$ cat src/rtl/pn_period_monitor_pkg.sv
// Shared types and helpers for the PN period monitor: FSM state encoding,
// default widths and the effective-length / mask arithmetic.
package pn_mon_pkg;

   localparam int W_MAX     = 13;
   localparam int CNT_W_DEF = 14;

   typedef enum logic [2:0] {
      ST_IDLE,
      ST_COUNT,
      ST_DONE,
      ST_LOCK,
      ST_OVF
   } state_e;

   // Lengths outside 1..w fall back to the full register width w.
   function automatic logic [3:0] eff_len(input logic [3:0] num, input int unsigned w);
      if (num != 4'd0 && 32'(num) <= w) return num;
      return 4'(w);
   endfunction

   function automatic logic [W_MAX-1:0] len_mask(input logic [3:0] n);
      logic [W_MAX:0] m;
      m = ({{W_MAX{1'b0}}, 1'b1} << n) - 1'b1;
      return m[W_MAX-1:0];
   endfunction

endpackage

$ cat src/rtl/pn_period_monitor_if.sv
// Bundle between the PN generator / display path and the period monitor.
// master drives generator state and controls; slave is the monitor.
interface pn_period_monitor_if #(
   parameter int W     = 13,
   parameter int CNT_W = 14
);
   logic             step;
   logic             clr;
   logic [3:0]       num;
   logic [W-1:0]     seq_in;
   logic [CNT_W-1:0] period;
   logic             period_valid;
   logic             lockup;
   logic             overflow;
   logic [CNT_W-1:0] steps;
   logic             busy;
   logic             is_maximal;

   modport master (
      output step, clr, num, seq_in,
      input  period, period_valid, lockup, overflow, steps, busy, is_maximal
   );

   modport slave (
      input  step, clr, num, seq_in,
      output period, period_valid, lockup, overflow, steps, busy, is_maximal
   );
endinterface

$ cat src/rtl/pn_period_monitor_step_edge_detect.sv
// Two-flop synchroniser with rising-edge detect and a one-cycle strobe delay.
// Reusable for any debounced push-button level.
module step_edge_detect (
   input  logic clk,
   input  logic rst,
   input  logic din_i,
   output logic strobe_o
);
   logic       sync1_q, sync2_q, prev_q, strobe_q, armed_q;
   logic [1:0] vld_q;
   logic       rise;

   // Edges are only accepted once the synchronised level has been seen low
   // after reset, so a button held through reset release never strobes.
   assign rise = armed_q & sync2_q & ~prev_q;

   always_ff @(posedge clk or posedge rst) begin
      if (rst) begin
         sync1_q  <= 1'b0;
         sync2_q  <= 1'b0;
         prev_q   <= 1'b0;
         strobe_q <= 1'b0;
         armed_q  <= 1'b0;
         vld_q    <= 2'b00;
      end else begin
         sync1_q  <= din_i;
         sync2_q  <= sync1_q;
         prev_q   <= sync2_q;
         strobe_q <= rise;
         vld_q    <= {vld_q[0], 1'b1};
         armed_q  <= armed_q | (vld_q[1] & ~sync2_q);
      end
   end

   assign strobe_o = strobe_q;
endmodule

$ cat src/rtl/pn_period_monitor.sv
// PN sequence period monitor: counts steps until the captured reference state
// recurs. Optional is_maximal flag built only when MAXLEN_CHECK_EN is defined.
//
//   state    | meaning
//   ST_IDLE  | waiting for the first strobe to capture the reference state
//   ST_COUNT | counting strobes until the reference state recurs
//   ST_DONE  | period measured, outputs held
//   ST_LOCK  | all-zero state seen, outputs held
//   ST_OVF   | counter saturated without a repeat, outputs held
module pn_period_monitor
   import pn_mon_pkg::*;
#(
   parameter int W     = W_MAX,
   parameter int CNT_W = CNT_W_DEF
) (
   input logic               clk,
   input logic               rst,
   pn_period_monitor_if.slave mon_if
);
   logic             strobe;
   state_e           state_q, state_d;
   logic [W-1:0]     ref_q, ref_d;
   logic [CNT_W-1:0] steps_q, steps_d;
   logic [CNT_W-1:0] period_q, period_d;
   logic             valid_q, valid_d;
   logic             lock_q, lock_d;
   logic             ovf_q, ovf_d;
   logic [3:0]       num_q;
   logic [3:0]       len_n;
   logic [W_MAX-1:0] mask_full;
   logic [W-1:0]     samp;
   logic [CNT_W-1:0] next_cnt;
   logic             restart;

   step_edge_detect u_step (
      .clk      (clk),
      .rst      (rst),
      .din_i    (mon_if.step),
      .strobe_o (strobe)
   );

   assign len_n     = eff_len(mon_if.num, W);
   assign mask_full = len_mask(len_n);
   assign samp      = mon_if.seq_in & mask_full[W-1:0];
   assign next_cnt  = steps_q + CNT_W'(1);
   // A length change invalidates the measurement exactly like clr.
   assign restart   = mon_if.clr | (num_q != mon_if.num);

   always_ff @(posedge clk or posedge rst) begin
      if (rst) begin
         state_q  <= ST_IDLE;
         ref_q    <= '0;
         steps_q  <= '0;
         period_q <= '0;
         valid_q  <= 1'b0;
         lock_q   <= 1'b0;
         ovf_q    <= 1'b0;
         num_q    <= 4'd0;
      end else begin
         state_q  <= state_d;
         ref_q    <= ref_d;
         steps_q  <= steps_d;
         period_q <= period_d;
         valid_q  <= valid_d;
         lock_q   <= lock_d;
         ovf_q    <= ovf_d;
         num_q    <= mon_if.num;
      end
   end

   always_comb begin
      state_d  = state_q;
      ref_d    = ref_q;
      steps_d  = steps_q;
      period_d = period_q;
      valid_d  = valid_q;
      lock_d   = lock_q;
      ovf_d    = ovf_q;
      if (restart) begin
         state_d  = ST_IDLE;
         ref_d    = '0;
         steps_d  = '0;
         period_d = '0;
         valid_d  = 1'b0;
         lock_d   = 1'b0;
         ovf_d    = 1'b0;
      end else if (strobe) begin
         unique case (state_q)
            ST_IDLE: begin
               if (samp == '0) begin
                  lock_d  = 1'b1;
                  state_d = ST_LOCK;
               end else begin
                  ref_d   = samp;
                  steps_d = '0;
                  state_d = ST_COUNT;
               end
            end
            ST_COUNT: begin
               if (samp == '0) begin
                  lock_d  = 1'b1;
                  state_d = ST_LOCK;
               end else if (samp == ref_q) begin
                  period_d = next_cnt;
                  valid_d  = 1'b1;
                  state_d  = ST_DONE;
               end else if (next_cnt == {CNT_W{1'b1}}) begin
                  ovf_d   = 1'b1;
                  steps_d = next_cnt;
                  state_d = ST_OVF;
               end else begin
                  steps_d = next_cnt;
               end
            end
            ST_DONE, ST_LOCK, ST_OVF: ;
            default: state_d = ST_IDLE;
         endcase
      end
   end

`ifdef MAXLEN_CHECK_EN
   logic [CNT_W-1:0] maxlen;
   logic             ismax_q, ismax_d;

   assign maxlen = CNT_W'(({{CNT_W{1'b0}}, 1'b1} << len_n) - 1'b1);

   always_comb begin
      ismax_d = ismax_q;
      if (restart)
         ismax_d = 1'b0;
      else if (state_q == ST_COUNT && state_d == ST_DONE)
         ismax_d = (period_d == maxlen);
   end

   always_ff @(posedge clk or posedge rst) begin
      if (rst) ismax_q <= 1'b0;
      else     ismax_q <= ismax_d;
   end

   assign mon_if.is_maximal = ismax_q;
`else
   assign mon_if.is_maximal = 1'b0;
`endif

   assign mon_if.period       = period_q;
   assign mon_if.period_valid = valid_q;
   assign mon_if.lockup       = lock_q;
   assign mon_if.overflow     = ovf_q;
   assign mon_if.steps        = steps_q;
   assign mon_if.busy         = (state_q == ST_COUNT);
endmodule

$ cat src/flat_wrapper.sv
// flat-port wrapper written by rule: the top's interface ports become plain ports
module pn_period_monitor_flat import pn_mon_pkg::*;
#(
   parameter int W     = W_MAX,
   parameter int CNT_W = CNT_W_DEF
)
  (clk, rst, mon_if_step, mon_if_clr, mon_if_num, mon_if_seq_in, mon_if_period, mon_if_period_valid, mon_if_lockup, mon_if_overflow, mon_if_steps, mon_if_busy, mon_if_is_maximal);
  pn_period_monitor_if #(.W(W), .CNT_W(CNT_W)) mon_if_i ();
  input logic clk;
  input logic rst;
  input wire logic [$bits(mon_if_i.step)-1:0] mon_if_step;
  input wire logic [$bits(mon_if_i.clr)-1:0] mon_if_clr;
  input wire logic [$bits(mon_if_i.num)-1:0] mon_if_num;
  input wire logic [$bits(mon_if_i.seq_in)-1:0] mon_if_seq_in;
  output wire logic [$bits(mon_if_i.period)-1:0] mon_if_period;
  output wire logic [$bits(mon_if_i.period_valid)-1:0] mon_if_period_valid;
  output wire logic [$bits(mon_if_i.lockup)-1:0] mon_if_lockup;
  output wire logic [$bits(mon_if_i.overflow)-1:0] mon_if_overflow;
  output wire logic [$bits(mon_if_i.steps)-1:0] mon_if_steps;
  output wire logic [$bits(mon_if_i.busy)-1:0] mon_if_busy;
  output wire logic [$bits(mon_if_i.is_maximal)-1:0] mon_if_is_maximal;
  assign mon_if_i.step = mon_if_step;
  assign mon_if_i.clr = mon_if_clr;
  assign mon_if_i.num = mon_if_num;
  assign mon_if_i.seq_in = mon_if_seq_in;
  assign mon_if_period = mon_if_i.period;
  assign mon_if_period_valid = mon_if_i.period_valid;
  assign mon_if_lockup = mon_if_i.lockup;
  assign mon_if_overflow = mon_if_i.overflow;
  assign mon_if_steps = mon_if_i.steps;
  assign mon_if_busy = mon_if_i.busy;
  assign mon_if_is_maximal = mon_if_i.is_maximal;
  pn_period_monitor #(.W(W), .CNT_W(CNT_W)) u_core (.clk(clk), .rst(rst), .mon_if(mon_if_i));
endmodule
$ cat config.mk
export PLATFORM = sky130hd
export DESIGN_NAME = pn_period_monitor_flat
export DESIGN_NICKNAME = d
export VERILOG_FILES = /design/src/rtl/pn_period_monitor_pkg.sv /design/src/rtl/pn_period_monitor_if.sv /design/src/rtl/pn_period_monitor_step_edge_detect.sv /design/src/rtl/pn_period_monitor.sv /design/src/flat_wrapper.sv
export SDC_FILE = /design/constraint.sdc
export NUM_CORES = 1
export LEC_CHECK = 0
export CORE_MARGIN = 3
export CORE_UTILIZATION = 45
export CTS_BUF_LIST = sky130_fd_sc_hd__clkbuf_4
export DETAILED_ROUTE_END_ITERATION = 6
export GPL_TIMING_DRIVEN = 1
export HOLD_SLACK_MARGIN = 0.08
export PLACE_DENSITY = 0.78
export REMOVE_ABC_BUFFERS = 1
export SYNTH_ARGS = -nofsm -noshare
export SYNTH_HDL_FRONTEND = slang
export SYNTH_SLANG_ARGS = --single-unit
$ cat constraint.sdc
create_clock -name clk -period 5.4 [get_ports clk]
set_input_delay 1.08 -clock clk [delete_from_list [all_inputs] [get_ports clk]]
set_output_delay 1.08 -clock clk [all_outputs]
set_load 0.02 [all_outputs]
# Word level (Yosys, flattened, before mapping)
# Cells that the tools add are included.
# totals
ff_bits	58
input_bits	21
out_inout_bits	33
word_cells	100
# op_classes
add_sub_neg	2
order_cmp	1
n_eq_ne	14
shift	1
mux	40
bitwise_logic	8
n_reduce_logical	20
# op_table
cell	count
14-bit two-way mux	10
13-bit two-way mux	4
14-bit case mux with 2 select lines	1
1-bit two-way mux	16
3-bit two-way mux	5
14-bit by 1-bit adder with 14-bit output, second input constant	1
14-bit equality test, second input constant	1
2-bit nonzero test	7
13-bit bitwise AND	1
13-bit equality test	1
13-bit zero test	1
1-bit by 4-bit << shifter with 13-bit output, first input constant	1
13-bit by 1-bit subtractor with 13-bit output, second input constant	1
5-bit AND reduction	2
3-bit by 2-bit != test with 1-bit output, second input constant	3
3-bit case mux with 3 select lines	1
3-bit AND reduction	3
4-bit two-way mux	2
3-bit by 2-bit equality test with 1-bit output, second input constant	2
2-bit by 1-bit != test with 1-bit output, second input constant	3
5-bit by 1-bit != test with 1-bit output, second input constant	1
4-bit less-or-equal comparator, second input constant	1
4-bit != test	1
4-bit AND reduction	1
12 further kinds	16

# Longest topological paths before layout
# logic_depth
ltp_word	13
ltp_mapped	17
ltp_nobuf	14

# Modules after synthesis
# Synthesis repeated with hierarchy kept, for this count alone.
# hier_totals
cells_unflattened	345
hier_area_um2	3331.9
# by_module_without_submodules
mod	n_inst	cells_per_inst	area_each_um2	seq_area_each_um2
pn_period_monitor	1	332	3130.5	1276.2
step_edge_detect	1	13	201.4	175.2

# Least setup slack after synthesis
# Ideal clock, no wire load.
# synth_timing
path_type	input to register
startpoint	in mon_if_num[2]
endpoint	reg u_core.period_q[10], in the netlist u_core.mon_if.period[10]
arrival_time_ps	4524
slack_ps	798
stages	16
path_buffers	2
cell_sequence	buf_1 > inv_1 > ha_1 > nor4_2 > nand2_1 > ha_1 > nand2b_1 > xnor2_1 > a41oi_1 > o2111ai_1 > a2111oi_0 > nand3_1 > or3_4 > buf_6 > or2_0 > a21oi_1
# synth_between
elab_chain_cells	10
# synth_lines
element	line_no	rtl
start: declaration	flat_wrapper.sv:13	input wire logic [$bits(mon_if_i.num)-1:0] mon_if_num;
4-bit less-or-equal comparator or 4-bit nonzero test (tied branches)	pn_period_monitor_pkg.sv:18	if (num != 4'd0 && 32'(num) <= w) return num;
1-bit logical AND	pn_period_monitor_pkg.sv:18	
1-bit two-way mux	pn_period_monitor_pkg.sv:18	
4-bit two-way mux	pn_period_monitor_pkg.sv:19	return 4'(w);
1-bit by 4-bit << shifter with 13-bit output	pn_period_monitor_pkg.sv:24	m = ({{W_MAX{1'b0}}, 1'b1} << n) - 1'b1;
13-bit by 1-bit subtractor with 13-bit output	pn_period_monitor_pkg.sv:24	
13-bit bitwise AND	pn_period_monitor.sv:44	assign samp = mon_if.seq_in & mask_full[W-1:0];
13-bit equality test or 13-bit zero test (tied branches)	pn_period_monitor.sv:103, pn_period_monitor.sv:100	
2-bit nonzero test (no source line) or 2-bit by 1-bit != test with 1-bit output (tied branches)	n/a	
4-bit AND reduction (no source line)	n/a	
end signal: assignment	pn_period_monitor.sv:63	period_q <= period_d;
end: declaration	pn_period_monitor.sv:24	logic [CNT_W-1:0] period_q, period_d;
# Parallel ways exist; a longest one is shown, timed or not. The select of a mux whose other input is x is not followed.
# A chain may end at the register's enable or synchronous reset.

# Final worst setup path
# layout_timing
startpoint	in mon_if_num[3]
endpoint	reg u_core.period_q[10], in the netlist u_core.mon_if.period[10]
# The elaborated chain is that of the path after synthesis.

==> impl_metrics.py <==
metrics = {
    "worst_setup_path": {
        "worst_ep_arrival_time_ns": 5.11,
        "critical_path_peak_fanout": 20,
        "required_ns": 5.71,
        "start_kind": "primary input",
        "cp-end-kind": "flop",
        "worst-setup-path-type": "primary input to flop",
    },
    "logic_synthesis": {
        "yosys-mux-area-fraction_pct": 5.68,
        "avgSynthCellArea_um2": 9.05,
        "synth_top_area_share_pct": 43.1,
        "synth_area_leaders": "dfrtp_1 (43%), mux2i_1 (5.3%), nor2_1 (4.5%), xnor2_1 (4.2%), nand2_1 (3.3%)",
        "synthAdderAreaFrac_pct": 1.86,
        "synth_edf_count": 0,
        "synth_warnings": 0,
        "yosysUniqueCellTypes": 61,
        "synth_xor_area_share_pct": 6.24,
        "ys_seq_elements": 58,
        "yosysSeqAreaShare_pct": 43.1,
        "synth_top_family_by_area": "simple AND/OR/NAND/NOR gates",
        "synth_area_mm2": 0.00337,
        "synthCells": 372,
        "synth-compound-area-share_pct": 14.7,
        "yosysTopAreaCell": "dfrtp_1",
        "synthArstFlopShare_pct": 100,
        "synth-simple-area-share_pct": 22.3,
        "synth_ff_type": "dfrtp_1",
    },
    "sta": {
        "finalCriticalPeriod_ns": 4.80,
        "maxSlewViolCount": 0,
        "skew_ns": 0.0172,
        "setup_viol": 0,
        "max_clock_freq_mhz": 208,
        "rsz0062_at_grt": "false",
        "fin_crit_sh_pct": 88.9,
        "finalSetupTns_ns": 0,
        "worst_slew_pin_slew_ns": 1.16,
        "relSlewSlack_pct": 22.4,
        "timing.hold.ws_ns": 0.354,
        "hold_viol_final": 0,
    },
    "final_layout": {
        "fin_cells": 529,
        "mostFrequentLayoutCell": "dfrtp_1",
        "nNetsFinal": 455,
        "synthToLayoutAreaGrowth_pct": 22.7,
        "drive_gt1_share_pct": 8.55,
        "multi_input_area_mm2": 0.00172,
        "layout_common_cells": "dfrtp_1 (58), clkdlybuf4s50_1 (52), nor2_1 (40)",
        "seq_area_mm2": 0.00145,
        "nFillCells": 620,
        "diodes": 0,
    },
    "routing": {
        "wl_per_cell_um": 15.5,
        "routed_wl_um": 8210,
        "ant_nets": 0,
        "drtPass1Iterations": 5,
        "vias": 2937,
        "via_per_inst": 5.55,
        "drc": 0,
        "detail_route.iter0.violations": 173,
    },
    "floorplan": {
        "rows": 30,
        "io_pins": 54,
        "core-area_mm2": 0.00702,
        "start_util_pct": 48.0,
        "die_width_um": 92.5,
        "die_h_um": 92.5,
        "dieArea_mm2": 0.00856,
    },
    "clock_tree": {
        "cts.repair.resized": 0,
        "cts_tree": "done",
        "clkTransAtPathRegs_ns": 0.09,
        "cts_max_level": 3,
        "clkLatencyLatePin_ns": 0.40,
        "post_cts_buffers": 0,
        "clk_path_buf_depth": 2,
        "hold_buffers": 0,
        "clock_sinks": 58,
        "cts_buffers": 9,
        "cts_root_buf": "clkbuf_4",
    },
    "global_routing": {
        "grt_pass1_wl_um": 14100,
        "grt_busiest_layer": "met2",
        "met1_usage_pct": 27.8,
        "grt_pass1_vias": 2914,
        "grt_antenna_before_repair": 0,
        "grt_util_all_layers_pct": 20.6,
        "grt_max_degree": 59,
        "grtUsageMet3_pct": 4.31,
        "met2_usage_pct": 31.6,
        "overflow": 0,
    },
    "status": {
        "outcome": "finished clean",
    },
    "place": {
        "dpl.hpwl_um": 5840,
        "dp_cells": 514,
        "port_buffers": 52,
        "place_congestion": 0.874,
    },
    "power": {
        "cellPowerDensity_mw_per_mm2": 202,
        "p_leak_uw": 0.00175,
        "peakVddDrop_uv": 158,
    },
    "job": {
        "max_cap_violations": 0,
    },
    "min_path": {
        "hold_path_class": "flop to flop",
    },
}
## cells by family after synthesis
| kind of cell | count (synthesis) |
|---|---|
| fa+ha+maj | 5 |
| buf+inv | 45 |
| mux | 19 |
| other cells | 2 |
| xor+xnor | 24 |
| flops | 58 |
| compound gates | 76 |
| simple gates | 143 |
## critical path, stage by stage
cell	delay [ns]
clkdlybuf4s50_1	0.48
inv_1	0.06
ha_1	0.20
nor4_2	0.32
nand2_1	0.15
ha_1	0.28
nand2b_1	0.18
xnor2_1	0.14
a41oi_1	0.21
o2111ai_1	0.14
a2111oi_0	0.69
nand3_1	0.24
or3_4	0.56
or2_0	0.26
a21oi_1	0.12
## state kept, by name (all words and copies together), names as in the netlist
| name | cells |
|---|---|
| u_core.mon_if.period | 14 |
| u_core.u_step.prev_q | 1 |
| u_core.u_step.vld_q | 2 |
| u_core.state_q | 3 |
| u_core.mon_if.overflow | 1 |
| u_core.mon_if.steps | 14 |
| u_core.u_step.armed_q | 1 |
| u_core.ref_q | 13 |
| u_core.num_q | 4 |
| u_core.u_step.strobe_o | 1 |
| u_core.u_step.sync1_q | 1 |
| u_core.mon_if.period_valid | 1 |
| u_core.u_step.sync2_q | 1 |
| u_core.mon_if.lockup | 1 |
## synthesized netlist by cell type (all sizes together) (3+ instances only)
cell type / count
nand3b: 3
o22ai: 3
ha: 5
a211oi: 3
nor2: 40
nor2b: 3
a21oi: 17
mux2i: 18
a41oi: 3
and3: 5
o2111ai: 3
xnor2: 16
nand4: 4
nor3: 3
a31oi: 4
clkbuf: 8
and2: 4
or2: 6
buf: 11
nand3: 17
o21ai: 22
dfrtp: 58
nor4b: 3
xor2: 8
inv: 26
o31ai: 8
nand2b: 10
nand2: 31
## through the flow
stage	util [%]	area, µm²	power (µW)	worst slack [ns]
detailed placement	57.1	4010	552	0.200
global route	58.9	4130	878	0.310
CTS	58.9	4130	844	0.621
finish	58.9	4130	835	0.597
floorplan	-	3270	507	0.642
global placement	57.1	4010	550	0.226
## worst paths after layout
check	endpoint	slack, ns	start	depth (start not counted)
setup / recovery	u_core.mon_if.period[10]	0.60	mon_if_num[3]	15
hold / removal	u_core.u_step.vld_q[1]	0.35	u_core.u_step.vld_q[0]	0
setup reg to reg	u_core.mon_if.period[10]	2.47	u_core.ref_q[5]	9
hold reg to reg	u_core.u_step.vld_q[1]	0.35	u_core.u_step.vld_q[0]	0
max in group asynchronous	u_core.mon_if.period[5]	3.70	rst	3
min in group asynchronous	u_core.state_q[1]	1.18	rst	3
## layer usage
metal / up-vias / part of all wire (%)
met2: 134 / 46
met3: 19 / 6.7
met4: 0 / 2.1
met5: - / 0
li1: 1404 / -
met1: 1380 / 45
## report_power, final
part / leakage, µW / switching (µW) / internal [µW]
clock: 0.0000669 / 157 / 135
combinational: 0.000898 / 58.0 / 44.2
sequential: 0.000783 / 2.92 / 438
total: 0.00175 / 217 / 618
## layout make-up
class	count	share of cell area, %
clock buffer	9	1.64
clock inverter	6	1.42
inverter	26	2.36
multi-input combinational	269	41.6
sequential	58	35.1
tap	96	2.91
timing repair buffer	65	15.0
(Power assumes the default switching activity.)
